--- config.mk ---
export PLATFORM = sky130hd
export DESIGN_NAME = next_pc_sequencer_flat
export DESIGN_NICKNAME = d
export VERILOG_FILES = /design/src/rtl/next_pc_sequencer_if.sv /design/src/rtl/next_pc_sequencer.sv /design/src/flat_wrapper.sv
export SDC_FILE = /design/constraint.sdc
export NUM_CORES = 1
export LEC_CHECK = 0
export ABC_AREA = 1
export BUFFER_PORTS_ARGS = -buffer_cell sky130_fd_sc_hd__buf_2
export CORE_MARGIN = 5
export CORE_UTILIZATION = 55
export CTS_CLUSTER_DIAMETER = 100
export DETAILED_ROUTE_END_ITERATION = 10
export GPL_TIMING_DRIVEN = 1
export PLACE_DENSITY = 0.85
export SETUP_SLACK_MARGIN = 0.05
export SYNTH_ARGS = -nofsm -noshare
export SYNTH_HDL_FRONTEND = slang
export SYNTH_SLANG_ARGS = --single-unit
--- constraint.sdc ---
create_clock -name clk -period 3.4 [get_ports clk]
set_input_delay 0.68 -clock clk [delete_from_list [all_inputs] [get_ports clk]]
set_output_delay 0.68 -clock clk [all_outputs]
set_load 0.01 [all_outputs]
--- src/rtl/next_pc_sequencer_if.sv ---
// Decode-to-sequencer bus: control-transfer requests in, next-PC/link/status out.
interface next_pc_sequencer_if;
    logic [31:0] pc;
    logic        branch_taken;
    logic [15:0] branch_imm;
    logic        jump;
    logic [25:0] jump_index;
    logic        jump_reg;
    logic [31:0] rs_data;

    logic [31:0] new_pc;
    logic [31:0] link_pc;
    logic        in_delay_slot;
    logic        target_misaligned;
    logic        active;

    // Decode/PC side drives requests and observes the next PC.
    modport master (
        output pc, branch_taken, branch_imm, jump, jump_index, jump_reg, rs_data,
        input  new_pc, link_pc, in_delay_slot, target_misaligned, active
    );

    // Sequencer side.
    modport slave (
        input  pc, branch_taken, branch_imm, jump, jump_index, jump_reg, rs_data,
        output new_pc, link_pc, in_delay_slot, target_misaligned, active
    );
endinterface

--- src/rtl/next_pc_sequencer.sv ---
// MIPS next-PC sequencer: computes control-transfer targets, holds the chosen target
// across the branch delay slot, produces the link address and detects halt.
module next_pc_sequencer #(
    parameter logic [31:0] HALT_ADDR = 32'h0000_0000
) (
    input  logic               clk,
    input  logic               reset,       // active-low, asynchronous
    input  logic               clk_enable,
    next_pc_sequencer_if.slave bus
);

    typedef enum logic [1:0] {
        StSeq   = 2'b00,
        StDelay = 2'b01,
        StHalt  = 2'b10
    } state_e;

    state_e      state_q, state_d;
    logic [31:0] target_q, target_d;

    logic [31:0] pc_plus4;
    logic [31:0] pc_plus8;
    logic [31:0] branch_off;
    logic [31:0] branch_target;
    logic [31:0] jump_target;
    logic [31:0] target;
    logic        req;

    // Sequential addresses and candidate targets, all modulo 2^32.
    always_comb begin
        pc_plus4      = bus.pc + 32'd4;
        pc_plus8      = bus.pc + 32'd8;
        branch_off    = {{14{bus.branch_imm[15]}}, bus.branch_imm, 2'b00};
        branch_target = pc_plus4 + branch_off;
        jump_target   = {pc_plus4[31:28], bus.jump_index, 2'b00};
        req           = bus.jump_reg | bus.jump | bus.branch_taken;
        // Register jump beats J-type, which beats a conditional branch.
        if (bus.jump_reg) begin
            target = bus.rs_data;
        end else if (bus.jump) begin
            target = jump_target;
        end else begin
            target = branch_target;
        end
    end

    // Next-state logic and per-state outputs.
    always_comb begin
        state_d               = state_q;
        target_d              = target_q;
        bus.new_pc            = pc_plus4;
        bus.link_pc           = pc_plus8;
        bus.in_delay_slot     = 1'b0;
        bus.target_misaligned = 1'b0;
        bus.active            = 1'b1;

        unique case (state_q)
            StSeq: begin
                bus.target_misaligned = req & (target[1:0] != 2'b00);
                if (clk_enable && req) begin
                    target_d = target;
                    state_d  = StDelay;
                end
            end
            StDelay: begin
                // Requests decoded in the delay slot are dropped.
                bus.new_pc        = target_q;
                bus.in_delay_slot = 1'b1;
                if (clk_enable) begin
                    state_d = (target_q == HALT_ADDR) ? StHalt : StSeq;
                end
            end
            StHalt: begin
                bus.new_pc = bus.pc;
                bus.active = 1'b0;
            end
            default: begin
                // Unreachable encoding recovers to sequential flow.
                state_d = StSeq;
            end
        endcase
    end

    // State and latched target; reset discards any pending transfer.
    always_ff @(posedge clk or negedge reset) begin
        if (!reset) begin
            state_q  <= StSeq;
            target_q <= 32'h0000_0000;
        end else begin
            state_q  <= state_d;
            target_q <= target_d;
        end
    end

endmodule

--- src/flat_wrapper.sv ---
// flat-port wrapper written by rule: the top's interface ports become plain ports
module next_pc_sequencer_flat 
#(
    parameter logic [31:0] HALT_ADDR = 32'h0000_0000
)
  (clk, reset, clk_enable, bus_pc, bus_branch_taken, bus_branch_imm, bus_jump, bus_jump_index, bus_jump_reg, bus_rs_data, bus_new_pc, bus_link_pc, bus_in_delay_slot, bus_target_misaligned, bus_active);
  next_pc_sequencer_if bus_i ();
  input  logic clk;
  input  logic reset;
  input  logic clk_enable;
  input wire logic [$bits(bus_i.pc)-1:0] bus_pc;
  input wire logic [$bits(bus_i.branch_taken)-1:0] bus_branch_taken;
  input wire logic [$bits(bus_i.branch_imm)-1:0] bus_branch_imm;
  input wire logic [$bits(bus_i.jump)-1:0] bus_jump;
  input wire logic [$bits(bus_i.jump_index)-1:0] bus_jump_index;
  input wire logic [$bits(bus_i.jump_reg)-1:0] bus_jump_reg;
  input wire logic [$bits(bus_i.rs_data)-1:0] bus_rs_data;
  output wire logic [$bits(bus_i.new_pc)-1:0] bus_new_pc;
  output wire logic [$bits(bus_i.link_pc)-1:0] bus_link_pc;
  output wire logic [$bits(bus_i.in_delay_slot)-1:0] bus_in_delay_slot;
  output wire logic [$bits(bus_i.target_misaligned)-1:0] bus_target_misaligned;
  output wire logic [$bits(bus_i.active)-1:0] bus_active;
  assign bus_i.pc = bus_pc;
  assign bus_i.branch_taken = bus_branch_taken;
  assign bus_i.branch_imm = bus_branch_imm;
  assign bus_i.jump = bus_jump;
  assign bus_i.jump_index = bus_jump_index;
  assign bus_i.jump_reg = bus_jump_reg;
  assign bus_i.rs_data = bus_rs_data;
  assign bus_new_pc = bus_i.new_pc;
  assign bus_link_pc = bus_i.link_pc;
  assign bus_in_delay_slot = bus_i.in_delay_slot;
  assign bus_target_misaligned = bus_i.target_misaligned;
  assign bus_active = bus_i.active;
  next_pc_sequencer #(.HALT_ADDR(HALT_ADDR)) u_core (.clk(clk), .reset(reset), .clk_enable(clk_enable), .bus(bus_i));
endmodule
**Word level (Yosys, flattened, before mapping)**

Index checks and enable logic that the tools add are counted.

- Add/sub/neg operators: 3
- Eq/ne operators: 4
- Mux-type cells: 10
- Bitwise logic cells: 4
- Reduce and logical (&&, ||, !) cells: 6

Operators with widths:

| cell | number |
|---|---|
| $mux W32 | 2 |
| $pmux W32 S2 | 1 |
| $add A32 B3 Y32 const B | 1 |
| $add A32 B32 Y32 | 1 |
| $add A32 B4 Y32 const B | 1 |
| $logic_not A32 Y1 | 1 |
| $mux W2 | 3 |
| $pmux W2 S3 | 1 |
| $mux W1 | 3 |
| $reduce_and A3 Y1 | 1 |
| $eq A2 B1 Y1 const B | 1 |
| $eq A2 B2 Y1 const B | 1 |
| $logic_not A2 Y1 | 1 |
| $ne A2 B1 Y1 const B | 1 |
| $ne A2 B2 Y1 const B | 1 |
| $or A1 B1 Y1 | 2 |
| $reduce_and A2 Y1 | 1 |
| $reduce_bool A2 Y1 | 1 |
| $and A1 B1 Y1 | 1 |
| $logic_and A1 B1 Y1 | 1 |
| $not A1 Y1 | 1 |

- Flip-flop bits (word level): 34
- Input bits: 112
- Logic and storage cells: 29

**Longest topological paths before layout**

Gate-level depths: netlist of the first run.

- Word-level depth: 7
- Gate-level depth with buffers: 26

**Worst setup path before layout of the first run**

Ideal clock, no wire load.

- Kind: input port to flip-flop
- Start: in bus_pc[3]
- End: reg u_core.target_q[31]
- Setup time: 0.116 ns
- Arrival time: 2.958 ns
- Data required time: 3.284 ns
- Path slack: 0.325 ns
- Stages on the path: 25
- Buffers on the path: 0
- Cells stage by stage: ha_1 inv_1 nor2_4 nand2_2 nor2_4 inv_2 nor2_4 nand2_1 xor2_1 o21ai_2 inv_1 ha_1 nand2_1 nor2_1 nand2_1 inv_1 nand2_1 nand2_1 inv_1 nand2_1 nand2_1 nand3_1 nand2_1 nand2_1 nand2_1

- Cells in the longest elaborated chain, start to end: 4

RTL lines:

| what | RTL line | source |
|---|---|---|
| start: declaration | flat_wrapper.sv:11 | `input wire logic [$bits(bus_i.pc)-1:0] bus_pc;` |
| $add A32 B3 Y32 * | next_pc_sequencer.sv:31 | `pc_plus4 = bus.pc + 32'd4;` |
| $add A32 B32 Y32 | next_pc_sequencer.sv:34 | `branch_target = pc_plus4 + branch_off;` |
| $mux W32 * | next_pc_sequencer.sv:40 | `end else if (bus.jump) begin` |
| $mux W32 * | next_pc_sequencer.sv:38 | `if (bus.jump_reg) begin` |
| end signal: assignment | next_pc_sequencer.sv:91 | `target_q <= target_d;` |
| end: declaration | next_pc_sequencer.sv:19 | `logic [31:0] target_q, target_d;` |

Every way passes the cells marked *; elsewhere a longest branch is shown, timed or not.
A chain may end at the register's enable or synchronous reset.

**Worst setup path after layout of the first run**

- Start: in bus_pc[4]
- End: reg u_core.target_q[20]

- Cells in the longest elaborated chain, start to end: 4

RTL lines:

| what | RTL line |
|---|---|
| $add A32 B3 Y32 | next_pc_sequencer.sv:31 |
| $add A32 B32 Y32 | next_pc_sequencer.sv:34 |
| $mux W32 | next_pc_sequencer.sv:40 |
| $mux W32 | next_pc_sequencer.sv:38 |

Every way passes these cells.

==> results.md, run 1 <==
Floorplan:
- The die is 114 µm tall.
- The die covers 12900 µm².
- In this run the standard cell core region covers 10400 µm².
- After floorplanning, the core was divided into 37 placement rows.
- The die extent in x is 114 µm.
- In this run the count of I/O pins placed on the die edge is 179.
- Once the floorplan was initialized, standard cells occupied 56.7% of the core.

Worst setup path:
- The critical path launch point type is an input port.
- The highest cell delay on the worst timing path is 0.30 ns.
- The critical path start-end classification is input port to flop.
- STA classifies the critical path endpoint as a flop.
- The critical path goes through buf_2 -> ha_1 -> nand2_1 -> nor2_4 -> nand2_2 -> xor2_1 -> buf_4 -> ha_1 -> a21oi_1 -> buf_4 -> o21a_1 -> nand3_1 -> nand2_1 -> nand3b_1 -> nand3_1 -> nand2_1 -> nand2_1 -> nand2_1.
- Along the worst path, the maximum fanout reaches 4.
- The number of buffers and inverters on the critical path is 3.
- The highest-delay cell along the critical path is sky130_fd_sc_hd__ha_1.
- The cell with the most instances on the worst path is sky130_fd_sc_hd__nand2_1.
- Data on the critical path is required at its endpoint by 3.59 ns.
- Grouping stages by cell kind, the critical path spends the most delay in simple AND/OR/NAND/NOR gates.
- The arrival time of the worst setup path is 3.36 ns.

Clock tree:
- The number of levels the H-tree was split into is 2.
- The number of buffers added by the clock tree synthesis step is 5.
- The number of buffers on the longest clock path is 2.
- The clock latency at the later pin of the worst-skew pair is 0.29 ns.
- Clock-pin slew was measured on the worst setup and hold paths at 0.08 ns.
- The clock tree from TritonCTS is yes.
- The clock sink count is 34.
- In this run the clock root is driven by a sky130_fd_sc_hd__clkbuf_8.
- For this design, the CTS-stage hold fixing added 0 buffers.

Placement:
- The cell count after placement is 1407.
- The port buffer count is 178.
- In this run the cell area measured after placement is 7560 µm².
- The post-place setup slack is -0.232 ns.
- The congestion estimate from routability-driven global placement came to 1.00.
- The HPWL after detailed placement is 20100 µm.

Finish:
- The filler cells instantiated in the layout total 929.
- Compared with the post-synthesis result, the final layout area differs by 31.8%.
- The diode insertion count for antenna repair is 0.
- The number of non-filler instances in the completed layout is 1415.
- The multi-input combinational cell area is 4530 µm².
- The fraction of final layout cells sized beyond drive strength 1 is 27.9%.
- The net count of the finished layout is 1432.
- Registers take 851 µm².
- With fillers left out, the area of the finished cells amounts to 7780 µm².

Yosys:
- The number of warnings reported in the yosys synthesis log is 0.
- The number of different library cells used by synthesis comes to 43.
- The commonest cells after synthesis are sky130_fd_sc_hd__nand2_1, sky130_fd_sc_hd__inv_1, sky130_fd_sc_hd__nor2_1, sky130_fd_sc_hd__nand3_1, sky130_fd_sc_hd__a21oi_1.
- sky130_fd_sc_hd__nand2_1 takes more of the synthesized area than any other cell.
- The number of flops mapped to enable cells by yosys is 0.
- The cell area that synthesis handed to floorplanning was 5900 µm².
- The number of synthesized register bits is 34.
- The predominant post-synthesis flop cell is sky130_fd_sc_hd__dfrtp_1.
- Sequential elements use 14.4% of the synthesized area.
- The top cell type by area accounts for 22.3% of the synthesized area.
- After synthesis, the share of flip-flops with an asynchronous set or reset is 100%.
- In this run the mean area of a mapped cell was 5.76 µm².
- The instance count of the mapped netlist is 1024.
- By area the synthesized netlist is led by sky130_fd_sc_hd__nand2_1, sky130_fd_sc_hd__dfrtp_1, sky130_fd_sc_hd__ha_1, sky130_fd_sc_hd__inv_1, sky130_fd_sc_hd__nor2_1.
- The library cell with the highest instance count after synthesis is sky130_fd_sc_hd__nand2_1.
- The number of nets handed over by synthesis was 1177.

Timing:
- The peak clock frequency supported by timing is 0.315 GHz.
- The worst pin sits at a relative slew slack of 33.5%.
- The count of final max-slew check failures is 0.
- Setup repair after global routing could not meet its margin everywhere.
- For the final database, setup skew stands at 0.00344 ns.
- The final critical path takes up 93.5% of the cycle.
- The total count of hold-check failures in the final report is 0.
- The minimum setup slack in the final design is 0.222 ns.
- The final critical delay including setup and external delays is 3.18 ns.
- The number of endpoints failing setup at the final stage is 0.
- At the pin with the least slew margin, the transition time is 0.997 ns.

Hold path:
- The path class of the tightest hold or removal check is input port to asynchronous set/reset pin.

Route:
- After detailed routing, the number of vias per cell comes to 5.62.
- Summing over every cut layer, the via total after detailed routing is 7957.
- The detail route stage leaves a number of antenna-violating nets equal to 0.
- The number of DRC markers in iteration 0 is 981.
- The detailed-routing iteration count for the pre-antenna-repair pass is 6.
- The routed design has 24200 µm of wire.
- After detailed routing, the number of remaining DRC violations is 0.
- After detailed routing, the average wire length per cell comes to 17.1 µm.

Pwr:
- Across the VDD grid, the largest voltage drop is 0.000444 V.
- The power density normalized to cell area is 392 nW/µm².
- The static leakage power is 0.00429 µW.

Global route:
- The sum of overflow across all layers after global routing is 0.
- The initial antenna violation count was 0.
- The global routing usage summed across all routing layers is 36.3%.
- Entering global routing, the biggest net connects 48 pins.
- The first global-routing pass estimated 37200 µm of wire.
- The via count of the first global-routing pass is 7597.

Flow run:
- The tool flagged a number of max-cap violations equal to 0.

Status:
- The run finished with clean final reports.
-- cell type report --
type,count,share of cell area [%]
Clock buffer,6,1.06
Timing Repair Buffer,277,21.0
Sequential cell,34,10.9
Inverter,127,6.13
Clock inverter,1,0.386
Tap cell,136,2.19
Multi-Input combinational cell,834,58.3
-- placed cells by master (no fill, tap or decap), types with 37 or more instances in the layout --
cell type,instances
sky130_fd_sc_hd__ha_1,39
sky130_fd_sc_hd__nand3_1,59
sky130_fd_sc_hd__inv_1,118
sky130_fd_sc_hd__o21ai_0,37
sky130_fd_sc_hd__xor2_1,38
sky130_fd_sc_hd__buf_2,178
sky130_fd_sc_hd__buf_4,99
sky130_fd_sc_hd__nand2_1,347
sky130_fd_sc_hd__a21oi_1,47
sky130_fd_sc_hd__nor2_1,97
-- path summary, 6_finish.rpt --
| path | start | end | slack, ns | depth (start not counted) |
|---|---|---|---|---|
| max | bus_pc[4] | u_core.target_q[20]$_DFFE_PN0P_ | 0.22 | 18 |
| min | reset | u_core.target_q[31]$_DFFE_PN0P_ | 0.47 | 1 |
| max reg2reg | u_core.state_q[0]$_DFFE_PN0P_ | u_core.target_q[6]$_DFFE_PN0P_ | 1.19 | 7 |
| min reg2reg | u_core.target_q[17]$_DFFE_PN0P_ | u_core.target_q[17]$_DFFE_PN0P_ | 0.53 | 2 |
| max in group asynchronous | reset | u_core.target_q[9]$_DFFE_PN0P_ | 2.42 | 1 |
| min in group clk | u_core.target_q[17]$_DFFE_PN0P_ | u_core.target_q[17]$_DFFE_PN0P_ | 0.53 | 2 |
-- repair_timing --
action	4_1_cts	5_1_grt
setup buffers	0	1
hold endpoints to repair	0	0
gates resized for setup	0	24
setup endpoints to repair	0	18
-- logic make-up (layout without fill, tap and decap cells) --
| logic type | count (synthesis) | in the layout | synth area share (%) |
|---|---|---|---|
| AO/OA/AOI/OAI | 156 | 156 | 16.0 |
| buffers and inverters | 156 | 411 | 10.4 |
| flip-flops | 34 | 34 | 14.4 |
| AND/OR/NAND/NOR | 594 | 594 | 43.9 |
| adder cells (fa/ha/maj) | 41 | 41 | 8.82 |
| XOR/XNOR | 43 | 43 | 6.51 |
-- worst reg2reg max path, stage by stage, from the launching register on --
cell,delay (ns)
sky130_fd_sc_hd__dfrtp_1,0.41
sky130_fd_sc_hd__inv_1,0.09
sky130_fd_sc_hd__ha_1,0.17
sky130_fd_sc_hd__inv_1,0.09
sky130_fd_sc_hd__nor2_4,0.36
sky130_fd_sc_hd__inv_2,0.43
sky130_fd_sc_hd__a221o_1,0.40
sky130_fd_sc_hd__o22a_1,0.17
-- per-layer routing --
metal	wire [µm]	global-route usage [%]
met1	9450	46.9
met5	0	0
met3	2500	4.24
met4	1160	16.8
met2	11100	60.5
-- registers in the layout, summed over array words and instances, names as in the netlist --
signal           flops
u_core.target_q     32
u_core.state_q       2
-- stage by stage --
step	util [%]	power, µW	TNS, ns	hold WS (ns)
after floorplan	-	1820	0	0.384
after global placement	72.6	2550	-2.51	0.504
after detailed placement	72.6	2580	-2.34	0.509
after CTS	73.7	2980	0	0.481
after global routing	74.7	3260	0	0.528
final	74.7	3050	0	0.470
-- power breakdown --
| group | leakage (µW) | switching [µW] | total (µW) | internal (µW) |
|---|---|---|---|---|
| clock | 0.0000573 | 164 | 399 | 235 |
| sequential | 0.000416 | 202 | 799 | 597 |
| combinational | 0.00382 | 1140 | 1850 | 707 |
| total | 0.00429 | 1510 | 3050 | 1540 |
No activity file was read; power rests on OpenSTA's default activity.
==> inputs of run 2 (changes only) <==
--- a/config.mk
+++ b/config.mk
@@ -7,10 +7,12 @@
 export LEC_CHECK = 0
 export ABC_AREA = 1
 export BUFFER_PORTS_ARGS = -buffer_cell sky130_fd_sc_hd__buf_2
+export CORE_ASPECT_RATIO = 0.8
 export CORE_MARGIN = 5
 export CORE_UTILIZATION = 55
 export CTS_CLUSTER_DIAMETER = 100
 export DETAILED_ROUTE_END_ITERATION = 10
+export GPL_ROUTABILITY_DRIVEN = 0
 export GPL_TIMING_DRIVEN = 1
 export PLACE_DENSITY = 0.85
 export SETUP_SLACK_MARGIN = 0.05
==> results.md, run 2 (synthesis results as in run 1) <==
Placement:
- The placed wire-length estimate is 19200 µm (-4.2%).
- The port buffer count is 178 (unchanged).
- The post-place setup slack is -0.0938 ns (+0.138 ns).
- The cell count after placement came to 1377 (-2.1%).

Timing:
- The minimum setup slack in the final design is 0.186 ns (-0.0362 ns).
- The setup clock skew after layout was 0.00338 ns (-0.0000530 ns).
- The peak clock frequency supported by timing was 0.311 GHz (-1.1%).
- Setup repair after global routing could not meet its margin everywhere.
- The number of endpoints failing setup at the final stage is 0 (unchanged).
- The final critical delay including setup and external delays is 3.21 ns (+0.0362 ns).
- The worst slew margin relative to its limit came to 44.9% (+11 points).
- The post-route fraction of the period consumed by the critical path is 94.5% (+1.1 points).
- The count of final max-slew check failures came to 0 (unchanged).
- The slew of the pin with the lowest slew margin is 0.826 ns (-0.171 ns).
- The total count of hold-check failures in the final report is 0 (unchanged).
- The final hold slack is 0.488 ns (+0.0181 ns).

Floorplan:
- The area of the die was 12900 µm² (about the same).
- The core area was 10400 µm² (-0.50%).
- The initial core utilization is 57.0% (+0.29 points).
- The number of ports placed on the die boundary is 179 (unchanged).
- The row count is 33 (-11%).
- The die extent in x came to 126 µm (+11%).
- The die outline height was 103 µm (-9.6%).

Route:
- The routed wire length per instance is 16.8 µm (-1.9%).
- The number of DRC markers in iteration 0 is 893 (-9.0%).
- The final routed wirelength across all metal layers is 23200 µm (-3.9%).
- The detailed-routing iteration count for the pre-antenna-repair pass was 8 (+2).
- The total number of vias is 7878 (-0.99%).
- The number of vias per cell after detailed routing is 5.69 (+1.2%).
- The DRC violations left is 0 (unchanged).
- The post-route antenna net violation count is 0 (unchanged).

Global route:
- The initial antenna violation count is 0 (unchanged).
- The pin count of the biggest net entering global routing is 35 (-27%).
- The global-route wire length before repair came to 35700 µm (-4.2%).
- The sum of overflow across all layers after global routing was 0 (unchanged).
- The via count of the first global-routing pass is 7206 (-5.1%).
- The global routing usage summed across all routing layers is 34.6% (-1.7 points).

Finish:
- The share of the core filled with cells came to 73.3% (-1.4 points).
- The diode insertion count for antenna repair came to 0 (unchanged).
- The layout-stage area growth over the synthesis result is 28.7%.
- The register with the most flip-flops in the final layout is u_core.target_q.
- The library cell used most frequently in the layout, excluding fill and tap cells, is sky130_fd_sc_hd__nand2_1.
- The number of non-filler instances in the completed layout is 1385 (-2.1%).
- The largest registers in the layout are u_core.target_q (32), u_core.state_q (2).
- The fraction of final layout cells sized beyond drive strength 1 is 26.1% (-1.8 points).
- The net count reported at finish is 1397 (-2.4%).
- The top cell types in the final layout, fill and taps aside, are sky130_fd_sc_hd__nand2_1, sky130_fd_sc_hd__buf_2, sky130_fd_sc_hd__inv_1.
- The number of flip-flops under the largest register name came to 32 (unchanged).

Pwr:
- The switching power summed over all nets is 1540 µW (+2.0%).
- The internal power summed over all cells came to 1700 µW (+10%).
- The relative contribution of sequential cells to total power is 24.6% (-1.6 points).
- The combinational cell fraction of total power is 56.4% (-4.3 points).
- The static leakage power is 0.00416 µW (-3.0%).
- The power density normalized to cell area came to 426 nW/µm² (+8.7%).
- The worst vdd rail ir drop is 0.000530 V (+19%).
- The fraction of power spent switching nets is 47.5% (-1.9 points).
- The power share of the clock group is 19.0% (+5.9 points).

Clock tree:
- The cell sitting at the root of the clock tree is a sky130_fd_sc_hd__clkbuf_16.
- The clock latency at the later pin of the worst-skew pair is 0.29 ns (about the same).
- The number of buffers added by the clock tree synthesis step is 5 (unchanged).
- The clock sink count came to 34 (unchanged).
- TritonCTS built the clock tree.
- The post-cts hold buffer count is 0 (unchanged).
- The number of gates given a new drive strength after cts came to 0 (unchanged).
- The setup fix buffers added after clock tree synthesis is 0 (unchanged).
- The number of buffers on the longest clock path is 2 (unchanged).
- The number of levels the H-tree was split into is 2 (unchanged).
- The clock slew seen by the registers of the worst setup and hold paths is 0.06 ns (-0.02 ns).

Worst setup path:
- The critical path starts at bus_pc[3].
- In this run the critical register-to-register path is launched from u_core.state_q[0]$_DFFE_PN0P_.
- The required time at the worst-slack endpoint was 3.58 ns (about the same).
- The peak fanout along the critical path was 4 (unchanged).
- The critical path launch point type is an input port.
- The type of destination of the critical path is a flop.
- The critical path start-end classification is input port to flop.
- The arrival time of the worst setup path was 3.39 ns (+0.03 ns).

Flow run:
- The max capacitance violation total is 0 (unchanged).

Status:
- The run finished with clean final reports.

Hold path:
- The type of the tightest min-delay check is input port to asynchronous set/reset pin.
-- run 2: cell types whose count changed in the layout (fill, tap and decap cells not counted), sizes merged --
cell    delta
bufinv     +1
buf       -35
clkinv     +1
clkbuf     -1
-- run 2: path summary, 6_finish.rpt --
check                                                        to  cells past startpoint  slack, ns
worst max-delay path            u_core.target_q[30]$_DFFE_PN0P_                     21       0.19
worst min register to register  u_core.target_q[28]$_DFFE_PN0P_                      2       0.52
max in group asynchronous        u_core.target_q[9]$_DFFE_PN0P_                      1       2.38
min in group clk                u_core.target_q[28]$_DFFE_PN0P_                      2       0.52
worst max register to register  u_core.target_q[11]$_DFFE_PN0P_                      9       1.52
worst min-delay path            u_core.target_q[30]$_DFFE_PN0P_                      1       0.49
-- run 2: worst max-delay path, cell delays in order --
cell	delay (ns)
sky130_fd_sc_hd__buf_2	0.12
sky130_fd_sc_hd__ha_1	0.17
sky130_fd_sc_hd__inv_1	0.07
sky130_fd_sc_hd__nor2_4	0.14
sky130_fd_sc_hd__nand3_1	0.17
sky130_fd_sc_hd__nor2_2	0.23
sky130_fd_sc_hd__nand2_1	0.09
sky130_fd_sc_hd__xor2_1	0.14
sky130_fd_sc_hd__buf_4	0.14
sky130_fd_sc_hd__ha_1	0.34
sky130_fd_sc_hd__nand2_1	0.12
sky130_fd_sc_hd__o21ai_0	0.39
sky130_fd_sc_hd__nand2_1	0.11
sky130_fd_sc_hd__nand2_1	0.10
sky130_fd_sc_hd__a21oi_2	0.04
sky130_fd_sc_hd__nand2_1	0.06
sky130_fd_sc_hd__nand2_1	0.04
sky130_fd_sc_hd__nand3_1	0.06
sky130_fd_sc_hd__nand2_1	0.05
sky130_fd_sc_hd__nand2_1	0.07
sky130_fd_sc_hd__nand2_1	0.05
-- run 2: through the flow --
stage               power [µW]  TNS, ns  instance area, µm²
floorplan                 1820        0                5900
global placement          2490  -0.0205                7330
detailed placement        2530   -0.234                7330
CTS                       3160        0                7520
global route              3450  -0.0190                7600
finish                    3230        0                7600
-- run 2: power by group through the flow --
stage	logic, µW	registers (µW)	clock network [µW]
global route	2010	808	632
finish	1820	794	614
CTS	1770	780	610
floorplan	1110	710	0
global placement	1710	781	0
detailed placement	1750	784	0
-- run 2: cell type report --
class	count	area [µm²]
clock buffer	5	125
tap	140	175
sequential	34	851
fill	887	2770
inverter	127	477
multi-input combinational	834	4520
timing repair buffer	242	1380
clock inverter	3	68.8
-- run 2: routing by layer --
metal,vias to the layer above,part of all wire (%),GRT usage [%]
met1,3453,41,46.3
met3,101,13,8.96
met2,557,42,53.6
met4,0,5.1,14.7
li1,3767,-,-
met5,-,0,0
